[config.mk]
export PLATFORM = sky130hd
export DESIGN_NAME = draw_board
export DESIGN_NICKNAME = d
export VERILOG_FILES = /design/src/rtl/draw_board.sv
export SDC_FILE = /design/constraint.sdc
export NUM_CORES = 1
export LEC_CHECK = 0
export BUFFER_PORTS_ARGS = -buffer_cell sky130_fd_sc_hd__buf_2
export CELL_PAD_IN_SITES_DETAIL_PLACEMENT = 1
export CELL_PAD_IN_SITES_GLOBAL_PLACEMENT = 1
export CORE_MARGIN = 10
export CORE_UTILIZATION = 41
export DETAILED_ROUTE_END_ITERATION = 6
export GPL_TIMING_DRIVEN = 0
export PLACE_DENSITY_LB_ADDON = 0.08
export SETUP_SLACK_MARGIN = 0.5
export SLEW_MARGIN = 20
export SYNTH_ARGS = -nofsm -noshare
export SYNTH_HDL_FRONTEND = slang
export SYNTH_SLANG_ARGS = --single-unit
[constraint.sdc]
create_clock -name clk -period 3.25 [get_ports clk]
set_clock_uncertainty 0.05 [all_clocks]
set_input_delay 0.1625 -clock clk [delete_from_list [all_inputs] [get_ports clk]]
set_output_delay 0.1625 -clock clk [all_outputs]
set_load 0.03 [all_outputs]
[src/rtl/draw_board.sv]
// Battleship board renderer: maps pixels to a 10x10 cell index, colours cells by matrix code, draws the grid.
// Optional `define CURSOR_HIGHLIGHT_EN adds input mouse_pos and a yellow outline on the selected cell.
module draw_board #(
  parameter int unsigned BOARD_X     = 64,
  parameter int unsigned BOARD_Y     = 64,
  parameter int unsigned CELL_LOG2   = 5,
  parameter logic [11:0] COLOR_WATER = 12'h05A,
  parameter logic [11:0] COLOR_SHIP  = 12'h888,
  parameter logic [11:0] COLOR_HIT   = 12'hF00,
  parameter logic [11:0] COLOR_MISS  = 12'hFFF,
  parameter logic [11:0] COLOR_GRID  = 12'h000
) (
  input  logic        clk,
  input  logic        rst,
  input  logic [10:0] hcount_in,
  input  logic        hsync_in,
  input  logic        hblnk_in,
  input  logic [10:0] vcount_in,
  input  logic        vsync_in,
  input  logic        vblnk_in,
  input  logic [11:0] rgb_in,
  input  logic [1:0]  ship_code,
`ifdef CURSOR_HIGHLIGHT_EN
  input  logic [7:0]  mouse_pos,
`endif
  output logic [6:0]  ship_xy,
  output logic [10:0] hcount_out,
  output logic        hsync_out,
  output logic        hblnk_out,
  output logic [10:0] vcount_out,
  output logic        vsync_out,
  output logic        vblnk_out,
  output logic [11:0] rgb_out
);

  localparam int unsigned BOARD_W = 10 << CELL_LOG2;
  localparam int unsigned TIM_W   = 26;

  logic             w_in_board;
  logic [10:0]      w_off_x, w_off_y;
  logic [3:0]       w_col, w_row;
  logic [6:0]       w_xy;
  logic             w_grid;
  logic [TIM_W-1:0] w_tim_in;
  logic [11:0]      w_rgb;

  logic [TIM_W-1:0] r_tim1, r_tim2, r_tim3;
  logic [11:0]      r_rgb1, r_rgb2, r_rgb3;
  logic             r_in1, r_in2, r_grid1, r_grid2;
  logic [6:0]       r_xy;
`ifdef CURSOR_HIGHLIGHT_EN
  logic             w_cur;
  logic             r_cur1, r_cur2;
`endif

  // Timing bundle: {hcount, hsync, hblnk, vcount, vsync, vblnk}
  assign w_tim_in = {hcount_in, hsync_in, hblnk_in, vcount_in, vsync_in, vblnk_in};

  assign w_in_board = (hcount_in >= 11'(BOARD_X)) && (hcount_in < 11'(BOARD_X + BOARD_W)) &&
                      (vcount_in >= 11'(BOARD_Y)) && (vcount_in < 11'(BOARD_Y + BOARD_W));

  // Offsets are forced to zero off-board so the subtraction never wraps
  assign w_off_x = w_in_board ? hcount_in - 11'(BOARD_X) : '0;
  assign w_off_y = w_in_board ? vcount_in - 11'(BOARD_Y) : '0;
  assign w_col   = 4'(w_off_x >> CELL_LOG2);
  assign w_row   = 4'(w_off_y >> CELL_LOG2);
  assign w_xy    = 7'({w_row, 3'b000}) + 7'({w_row, 1'b0}) + 7'(w_col);

  assign w_grid = w_in_board &&
                  ((w_off_x[CELL_LOG2-1:0] == '0) || (w_off_y[CELL_LOG2-1:0] == '0) ||
                   (w_off_x == 11'(BOARD_W - 1)) || (w_off_y == 11'(BOARD_W - 1)));

`ifdef CURSOR_HIGHLIGHT_EN
  assign w_cur = w_in_board && (w_row == mouse_pos[7:4]) && (w_col == mouse_pos[3:0]);
`endif

  // Stage 3 colour select; blanking wins over everything
  always_comb begin
    w_rgb = r_rgb2;
    if (r_tim2[13] || r_tim2[0])
      w_rgb = 12'h000;
    else if (!r_in2)
      w_rgb = r_rgb2;
`ifdef CURSOR_HIGHLIGHT_EN
    else if (r_cur2 && r_grid2)
      w_rgb = 12'hFF0;
`endif
    else if (r_grid2)
      w_rgb = COLOR_GRID;
    else begin
      case (ship_code)
        2'b00:   w_rgb = COLOR_WATER;
        2'b01:   w_rgb = COLOR_SHIP;
        2'b10:   w_rgb = COLOR_HIT;
        default: w_rgb = COLOR_MISS;
      endcase
    end
  end

  always_ff @(posedge clk) begin
    if (rst) begin
      r_tim1  <= '0;
      r_tim2  <= '0;
      r_tim3  <= '0;
      r_rgb1  <= '0;
      r_rgb2  <= '0;
      r_rgb3  <= '0;
      r_in1   <= 1'b0;
      r_in2   <= 1'b0;
      r_grid1 <= 1'b0;
      r_grid2 <= 1'b0;
      r_xy    <= '0;
`ifdef CURSOR_HIGHLIGHT_EN
      r_cur1  <= 1'b0;
      r_cur2  <= 1'b0;
`endif
    end else begin
      r_tim1  <= w_tim_in;
      r_tim2  <= r_tim1;
      r_tim3  <= r_tim2;
      r_rgb1  <= rgb_in;
      r_rgb2  <= r_rgb1;
      r_rgb3  <= w_rgb;
      r_in1   <= w_in_board;
      r_in2   <= r_in1;
      r_grid1 <= w_grid;
      r_grid2 <= r_grid1;
      r_xy    <= w_in_board ? w_xy : 7'd0;
`ifdef CURSOR_HIGHLIGHT_EN
      r_cur1  <= w_cur;
      r_cur2  <= r_cur1;
`endif
    end
  end

  assign ship_xy = r_xy;
  assign {hcount_out, hsync_out, hblnk_out, vcount_out, vsync_out, vblnk_out} = r_tim3;
  assign rgb_out = r_rgb3;

endmodule

**Word-level counts from Yosys, hierarchy flattened**

Cells that the tools add are included.

- Bits in registers: 125
- Input port bits: 42
- Output and inout bits: 45
- Word-level logic and storage cells: 42

- $add $sub $neg: 4
- Magnitude comparators: 4
- Equality and inequality tests: 4
- Muxes and demuxes: 5
- Bitwise logic cells: 1
- Reductions and logical operators: 13

Operator list:

| kind | count |
|---|---|
| case mux 12 bit (3 select lines) | 1 |
| two-way mux 12 bit | 2 |
| == test 11 x 9 -> 1 bit, second input constant | 2 |
| greater-or-equal comparator 11 x 7 -> 1 bit, second input constant | 2 |
| less-than comparator 11 x 9 -> 1 bit, second input constant | 2 |
| two-way mux 11 bit | 2 |
| subtractor 11 x 7 -> 11 bit, second input constant | 2 |
| zero test 5 bit | 2 |
| adder 7 x 4 -> 7 bit | 1 |
| adder 7 x 5 -> 7 bit | 1 |
| logical AND 1 bit | 4 |
| logical OR 1 bit | 4 |
| OR reduction 2 bit | 2 |
| == test 2 x 1 -> 1 bit, second input constant | 1 |
| == test 2 bit, second input constant | 1 |
| zero test 2 bit | 1 |
| inverter 1 bit | 1 |

**Logic depth before layout (Yosys ltp)**

Gate-level depths: netlist of run 1.

- Depth in word-level cells: 10
- Mapped depth: 15
- Depth with buffers taken out: 14

**Worst setup path after synthesis of run 1**

Ideal clock, no wire load.

- Path kind: in2reg
- Start: in vcount_in[7]
- End: reg r_xy[6] (netlist: ship_xy[6])
- Setup time: 0.092 ns
- Arrival: 2.632 ns
- Required time: 3.108 ns
- Path slack: 0.477 ns
- Stages on the path: 15
- Cell sequence: inv_1 ha_1 or4b_1 nor3_2 o211ai_4 buf_6 nor2_1 ha_1 ha_1 inv_1 fa_1 nor2b_1 o22ai_1 and3_1 nor4_1

- Cells in the longest elaborated chain, start to end: 6
- Elaborated cells on any way between the ends: 11

Ends and longest elaborated chain:

| element | line | source |
|---|---|---|
| start: declaration | 18 | `input logic [10:0] vcount_in,` |
| greater-or-equal comparator 11 x 7 -> 1 bit | 60 | `(vcount_in >= 11'(BOARD_Y)) && (vcount_in < 11'(BOARD_Y + BOARD_W));` |
| logical AND 1 bit | 59 | `assign w_in_board = (hcount_in >= 11'(BOARD_X)) && (hcount_in < 11'(BOARD_X + BOARD_W)) &&` |
| logical AND 1 bit | 60 |  |
| two-way mux 11 bit | 64 | `assign w_off_y = w_in_board ? vcount_in - 11'(BOARD_Y) : '0;` |
| adder 7 x 5 -> 7 bit | 67 | `assign w_xy = 7'({w_row, 3'b000}) + 7'({w_row, 1'b0}) + 7'(w_col);` |
| adder 7 x 4 -> 7 bit | 67 |  |
| end signal: assignment | 128 | `r_xy <= w_in_board ? w_xy : 7'd0;` |
| end: declaration | 50 | `logic [6:0] r_xy;` |

Several ways; a longest one is shown, not always the timed one.
A chain may end at the register's enable or synchronous reset.

**Worst setup path after layout of run 1**

Same ends and word-level chain as after synthesis.

==> impl_metrics.ini, run 1 <==
[setup_path]
critPathCaptureType = flop
worst_path_largest_cell_delay_ns = 0.49
startpoint_type = primary input
worstPathCellList = buf_2, inv_2, ha_1, or4b_4, nor3_4, o211ai_4, buf_8, nor2_4, ha_4, ha_4, inv_1, fa_2, nor2b_4, o22ai_2, and3_1, nor4_2
slowest_stage = or4b_4
crit_arrival_ns = 3.05
cp_top_family = simple AND/OR/NAND/NOR gates
crit_required_ns = 3.61
critical_path_class = primary input to flop
crit_buf_inv = 4
crit_top_cell = ha_4
worstPathMaxFanout = 6

[clocking]
clk_transition_reported_paths_ns = 0.06
cts_htree_levels = 4
clock_latency_ns = 0.51
cts.sinks = 125
cts_buffers = 17
cts_root_buffer = clkbuf_8
cts_max_path_buffers = 2
cts_tree = done

[logic_synthesis]
ys.flop_type = dfxtp_1
async_flop_share_pct = 0
synth_xor_area_share_pct = 1.294
synth.largest_area_cell = dfxtp_1
synth_seq_area_share_pct = 61.60
synth_top_area_share_pct = 61.60
synth_cell_types = 39
synthAdderAreaFrac_pct = 4.804
syn_inst = 361
synthTopCellsByArea = dfxtp_1 62%, nor2b_1 16%, ha_1 4.3%
yosys_register_bits = 125
synth_compound_area_share_pct = 4.435
syn-cell-area_um2 = 4063
synth_fp_nets = 418
syn_area_per_cell_um2 = 11.25
synth_common_cells = 125 x dfxtp_1, 102 x nor2b_1, 18 x nor2_1
synth_edf_count = 0
yosys_warnings = 0
yosys.area_share.simple_pct = 24.88
synth_most_common_cell = dfxtp_1
synth_top_family_by_area = simple AND/OR/NAND/NOR gates
synth_mux_area_share_pct = 0.4928

[placed_design]
gp_congestion = 0.7854
dp_hpwl_mm = 6.738
io_buffer_count = 86

[job]
maxCapViolCount = 0

[final_layout]
final_util_pct = 59.59
drive_above_1_share_pct = 27.81
final.fill_count = 1058
areaGrowthSynthToFinish_pct = 42.72
nNetsFinal = 570
n_antenna_cell = 0

[timing]
slew_violations = 0
finalSetupViolations = 0
tightest_slew_ns = 0.6033
finalCritPeriodShare_pct = 82.84
max_freq_ghz = 0.3714
slew_headroom_pct = 59.78
finalHoldViolCount = 0
fin_crit_ns = 2.692
finalSetupTns_ns = 0
grt_setup_unrepaired = no

[power_and_ir_drop]
ir_drop_mv = 0.3378
p_per_area_nw_per_um2 = 638.4
p_total_mw = 3.702
leakage_nw = 2.521

[drt]
dr.pass1.iters = 4
finalWirelength_mm = 10.48
drc = 0
vias = 2929
antenna_left = 0
wl_per_cell_um = 15.92
drt_iter0_drc = 89
via_per_inst = 4.451

[global_route]
grt_pass1_vias = 3192
grt_overflow = 0
grt_max_degree = 17
track_usage_pct = 14.19
grt_pass1_wl_mm = 16.17
top_usage_layer = met2
use_met2_pct = 23.97
use_met1_pct = 15.87
antenna_found_initial = 0
grtUsageMet3_pct = 5.391

[floorplan]
die_w_um = 119.5
rows = 36
ios = 87
dieArea_um2 = 14290
initial_core_util_pct = 41.76
die_h_um = 119.5
core_area_um2 = 9729

[outcome]
outcome = finished clean

[hold_path]
min_path_type = primary input to flop
[what timing repair did]
action / in CTS / in global routing
gates resized for setup: 2 / 6
hold endpoints to repair: 43 / 0
hold buffers: 40 / 0
setup buffers: 0 / 6
endpoints found under the setup margin: 1 / 1
pin swaps: 1 / 3
cloned: 0 / 1
[cells in the final DEF (no fill, tap or decap), types with 3 or more instances in the layout]
cell type	n
a21oi_1	13
buf_2	86
buf_4	6
bufinv_16	3
clkbuf_1	13
clkbuf_16	17
clkinv_2	3
clkinvlp_4	4
dfxtp_1	125
dlygate4sd3_1	40
ha_1	11
inv_1	9
nand2_1	5
nand2b_1	14
nor2_1	14
nor2b_1	101
xnor2_1	3
xor2_1	3
[final cells by class]
class	instances	area [um2]	share of cell area (%)
timing repair buffer	133	900.9	15.54
clock inverter	14	170.2	2.935
inverter	10	37.54	0.6474
tap	133	166.4	2.870
clock buffer	17	414.1	7.143
sequential	125	2502	43.16
buffer	15	67.56	1.165
multi-input combinational	211	1539	26.54
[per-stage QoR]
stage,std cells,hold WS (ns),setup WS [ns],cell area [um2]
floorplan,361,0.1923,0.4884,4108
global route,658,0.05149,0.4606,5798
detailed placement,580,0.3300,-0.09002,4705
global placement,580,0.3219,0.02090,4705
finish,658,0.07030,0.5576,5798
CTS,651,0.03564,0.5327,5698
[logic make-up (layout without fill, tap and decap cells)]
family | after synthesis | in the layout
AND/OR/NAND/NOR | 165 | 165
flip-flops | 125 | 125
buffers and inverters | 25 | 189
AO/OA/AOI/OAI | 23 | 23
adder cells (fa/ha/maj) | 15 | 15
XOR/XNOR | 6 | 6
multiplexers | 2 | 2
[registers in the layout (all words and copies together), names as in the netlist]
name,cells
r_rgb1,12
ship_xy,7
rgb_out,12
r_rgb2,12
r_in2,1
r_grid2,1
r_in1,1
r_grid1,1
r_tim2,26
r_tim1,26
r_tim3,26
[worst paths after layout]
kind / start / endpoint / slack (ns) / depth (start not counted)
max: vcount_in[7] / ship_xy[6] / 0.56 / 16
min: hcount_in[5] / ship_xy[0] / 0.07 / 3
max reg2reg: r_tim2[0] / rgb_out[5] / 1.95 / 3
min reg2reg: r_tim2[17] / r_tim3[17] / 0.38 / 1
[routing by layer]
metal	part of all wire [%]	routed length, um
met4	1.4	145
met3	5.1	531
met1	42	4410
met5	0	0
met2	51	5388
[report_power, final]
part           switching, mW  internal [mW]
Sequential            0.0123           1.59
Clock                  0.685           1.16
Combinational          0.137          0.114
Total                  0.834           2.87
[tightest hold or removal path: cells and delay by family]
family,cells,cell delay (ns)
buf+inv,1,0.13
simple gates,2,0.29
No activity file was read; power rests on OpenSTA's default activity.
==> run 2: changes to the inputs <==
ABC_AREA = 1   (was not set)
CORE_UTILIZATION = 39   (was 41)
clock period = 2.7 ns   (was 3.25 ns; I/O delays follow)
==> run 2 against run 1 <==
Die area grew 6.1%; non-clock buffer count shrank 7; combinational power up 15%; largest power group unchanged; sequential power increased by 21%; via count is 16% higher.
==> impl_metrics.ini, run 2 <==
[final_layout]
areaGrowthSynthToFinish_pct = 40.39
n_antenna_cell = 0
final_cells = 790
layout_common_cells = 134 x nor2_1, 125 x dfxtp_1, 122 x inv_1, 85 x buf_2, 41 x dlygate4sd3_1
final_util_pct = 56.41
final_common_cell = nor2_1
final.fill_count = 1238
top_regs = r_tim1 (26), r_tim2 (26), r_tim3 (26)
nNetsFinal = 700
drive_above_1_share_pct = 19.57

[drt]
wl_per_cell_um = 13.27
antenna_left = 0
drt_iter0_drc = 110
drc = 0
dr.pass1.iters = 4
vias = 3388
finalWirelength_mm = 10.48
via_per_inst = 4.289

[floorplan]
ios = 87
dieArea_um2 = 15160
die_w_um = 123.1
rows = 37
die_h_um = 123.1
core_area_um2 = 10320
initial_core_util_pct = 40.18

[setup_path]
crit_buf_inv = 3
r2r_end = rgb_out[0]
worstSetupStartpoint = hcount_in[8]
reg2reg_from = r_tim2[0]
worst_path_largest_cell_delay_ns = 0.57
startpoint_type = primary input
ff2ff_setup_slack_ns = 1.05
crit_top_cell = nand2_1
cp_top_family = buffers and inverters
worstPathCellList = buf_2, dlygate4sd3_1, inv_1, nor2_2, nor3_1, nor2_1, nand2_2, nand2_1, o21ai_2, fa_1, o21ai_1, nand2_1, nand2_1, nand2_1, a21oi_2
worstPathMaxFanout = 5
slowest_stage = dlygate4sd3_1
critical_path_class = primary input to flop
crit_required_ns = 3.09
reg2reg_depth = 3
critPathCaptureType = flop
worstSetupEndpoint = ship_xy[6]
crit_arrival_ns = 2.42
path_depth = 15

[hold_path]
min_path_type = primary input to flop

[placed_design]
gp_congestion = 0.7722
post-place-ws_ns = 0.09975
io_buffer_count = 85
dp_cells = 717
dp_hpwl_mm = 7.237

[timing]
grt_setup_unrepaired = no
finalSetupTns_ns = 0
finalCritPeriodShare_pct = 75.02
finalSetupViolations = 0
finalWorstSetupSlack_ns = 0.6744
slew_headroom_pct = 59.90
max_freq_ghz = 0.4937
tightest_slew_ns = 0.5969
fin_crit_ns = 2.026
slew_violations = 0
finalHoldViolCount = 0

[clocking]
cts.sinks = 125
cts_tree = done
cts_max_path_buffers = 2
clk_transition_reported_paths_ns = 0.06
cts_htree_levels = 4
clock_latency_ns = 0.50
cts_buffers = 17
cts_root_buffer = clkbuf_8

[logic_synthesis]
synth_most_common_cell = nor2_1
synth.largest_area_cell = dfxtp_1
synth_fp_nets = 553
synth_mux_area_share_pct = 0
syn_inst = 496
synth_seq_area_share_pct = 60.33
synth_xor_area_share_pct = 0.2112
async_flop_share_pct = 0
synth_top_area_share_pct = 60.33
synth_edf_count = 0
synth_compound_area_share_pct = 3.499
yosys.area_share.simple_pct = 18.76
synthTopCellsByArea = dfxtp_1 60%, nor2_1 12%, inv_1 11%
synth_cell_types = 25
syn_area_per_cell_um2 = 8.362
yosys_register_bits = 125
ys.flop_type = dfxtp_1
synth_top_family_by_area = simple AND/OR/NAND/NOR gates
synth_common_cells = 136 x nor2_1, 125 x dfxtp_1, 122 x inv_1
synthAdderAreaFrac_pct = 4.706
yosys_warnings = 0
syn-cell-area_um2 = 4148

[power_and_ir_drop]
p_total_mw = 4.672
leakage_nw = 2.868
p_per_area_nw_per_um2 = 802.3
ir_drop_mv = 0.3447

[global_route]
grt_pass1_wl_mm = 17.42
grt_pass1_vias = 3623
track_usage_pct = 14.71
antenna_found_initial = 0
grt_max_degree = 17
grt_overflow = 0

[job]
maxCapViolCount = 0

[outcome]
outcome = finished clean
## run 2: area by class of cell
class / count / area, um2 / area share (%)
Multi-Input combinational cell: 233 / 1142 / 19.62
Inverter: 125 / 469.2 / 8.058
Tap cell: 136 / 170.2 / 2.922
Sequential cell: 125 / 2502 / 42.97
Clock buffer: 19 / 421.7 / 7.241
Timing Repair Buffer: 128 / 850.8 / 14.61
Buffer: 13 / 48.80 / 0.8380
Clock inverter: 11 / 217.7 / 3.739
## run 2: worst min-delay path by stage
stage / from / endpoint / cells past startpoint / slack, ns
floorplan: rgb_in[0] / r_rgb1[0] / 2 / 0.19
global placement: rgb_in[4] / r_rgb1[4] / 3 / 0.29
detailed placement: rgb_in[1] / r_rgb1[1] / 3 / 0.29
CTS: hcount_in[7] / ship_xy[0] / 4 / 0.02
global route: hcount_in[1] / r_grid1 / 5 / 0.03
finish: hcount_in[7] / ship_xy[0] / 4 / 0.04
## run 2: through the flow
stage / area (um2) / hold WS (ns)
after global routing: 5823 / 0.02650
after global placement: 4746 / 0.2850
after CTS: 5796 / 0.01656
after floorplan: 4150 / 0.1920
final: 5823 / 0.03967
after detailed placement: 4746 / 0.2947
## run 2: repair_timing
action | 4_1_cts | 5_1_grt
endpoints found under the hold margin | 41 | 0
setup endpoints to repair | 0 | 2
hold buffers | 41 | 0
resized for setup | 0 | 5
buffers inserted | 0 | 2
## run 2: metal layers
layer / share of wire, % / track usage [%] / up-vias / wire, um
li1: - / - / 1721 / -
met1: 42 / 16.14 / 1598 / 4431
met2: 51 / 25.80 / 62 / 5351
met3: 5.8 / 5.424 / 7 / 603
met4: 0.92 / 4.803 / 0 / 96
met5: 0 / 0 / - / 0
## run 2: power by group
part           switching (mW)  leakage (nW)  internal [mW]
registers              0.0172          1.03           1.91
clock network           0.778         0.304           1.67
logic                   0.172          1.54          0.116
## run 2: cells by family (layout without fill, tap and decap cells)
logic type | after synthesis | count (layout)
AOI/OAI and AO/OA | 24 | 24
xor gates and xnor gates | 1 | 1
adders and majority gates | 15 | 15
buffers and inverters | 138 | 296
DFF | 125 | 125
and+or+nand+nor | 193 | 193
## run 2: worst min-delay path, delay by kind of cell
family,cells,cell delay [ns]
buf+inv,1,0.12
compound gates,1,0.08
simple gates,2,0.20
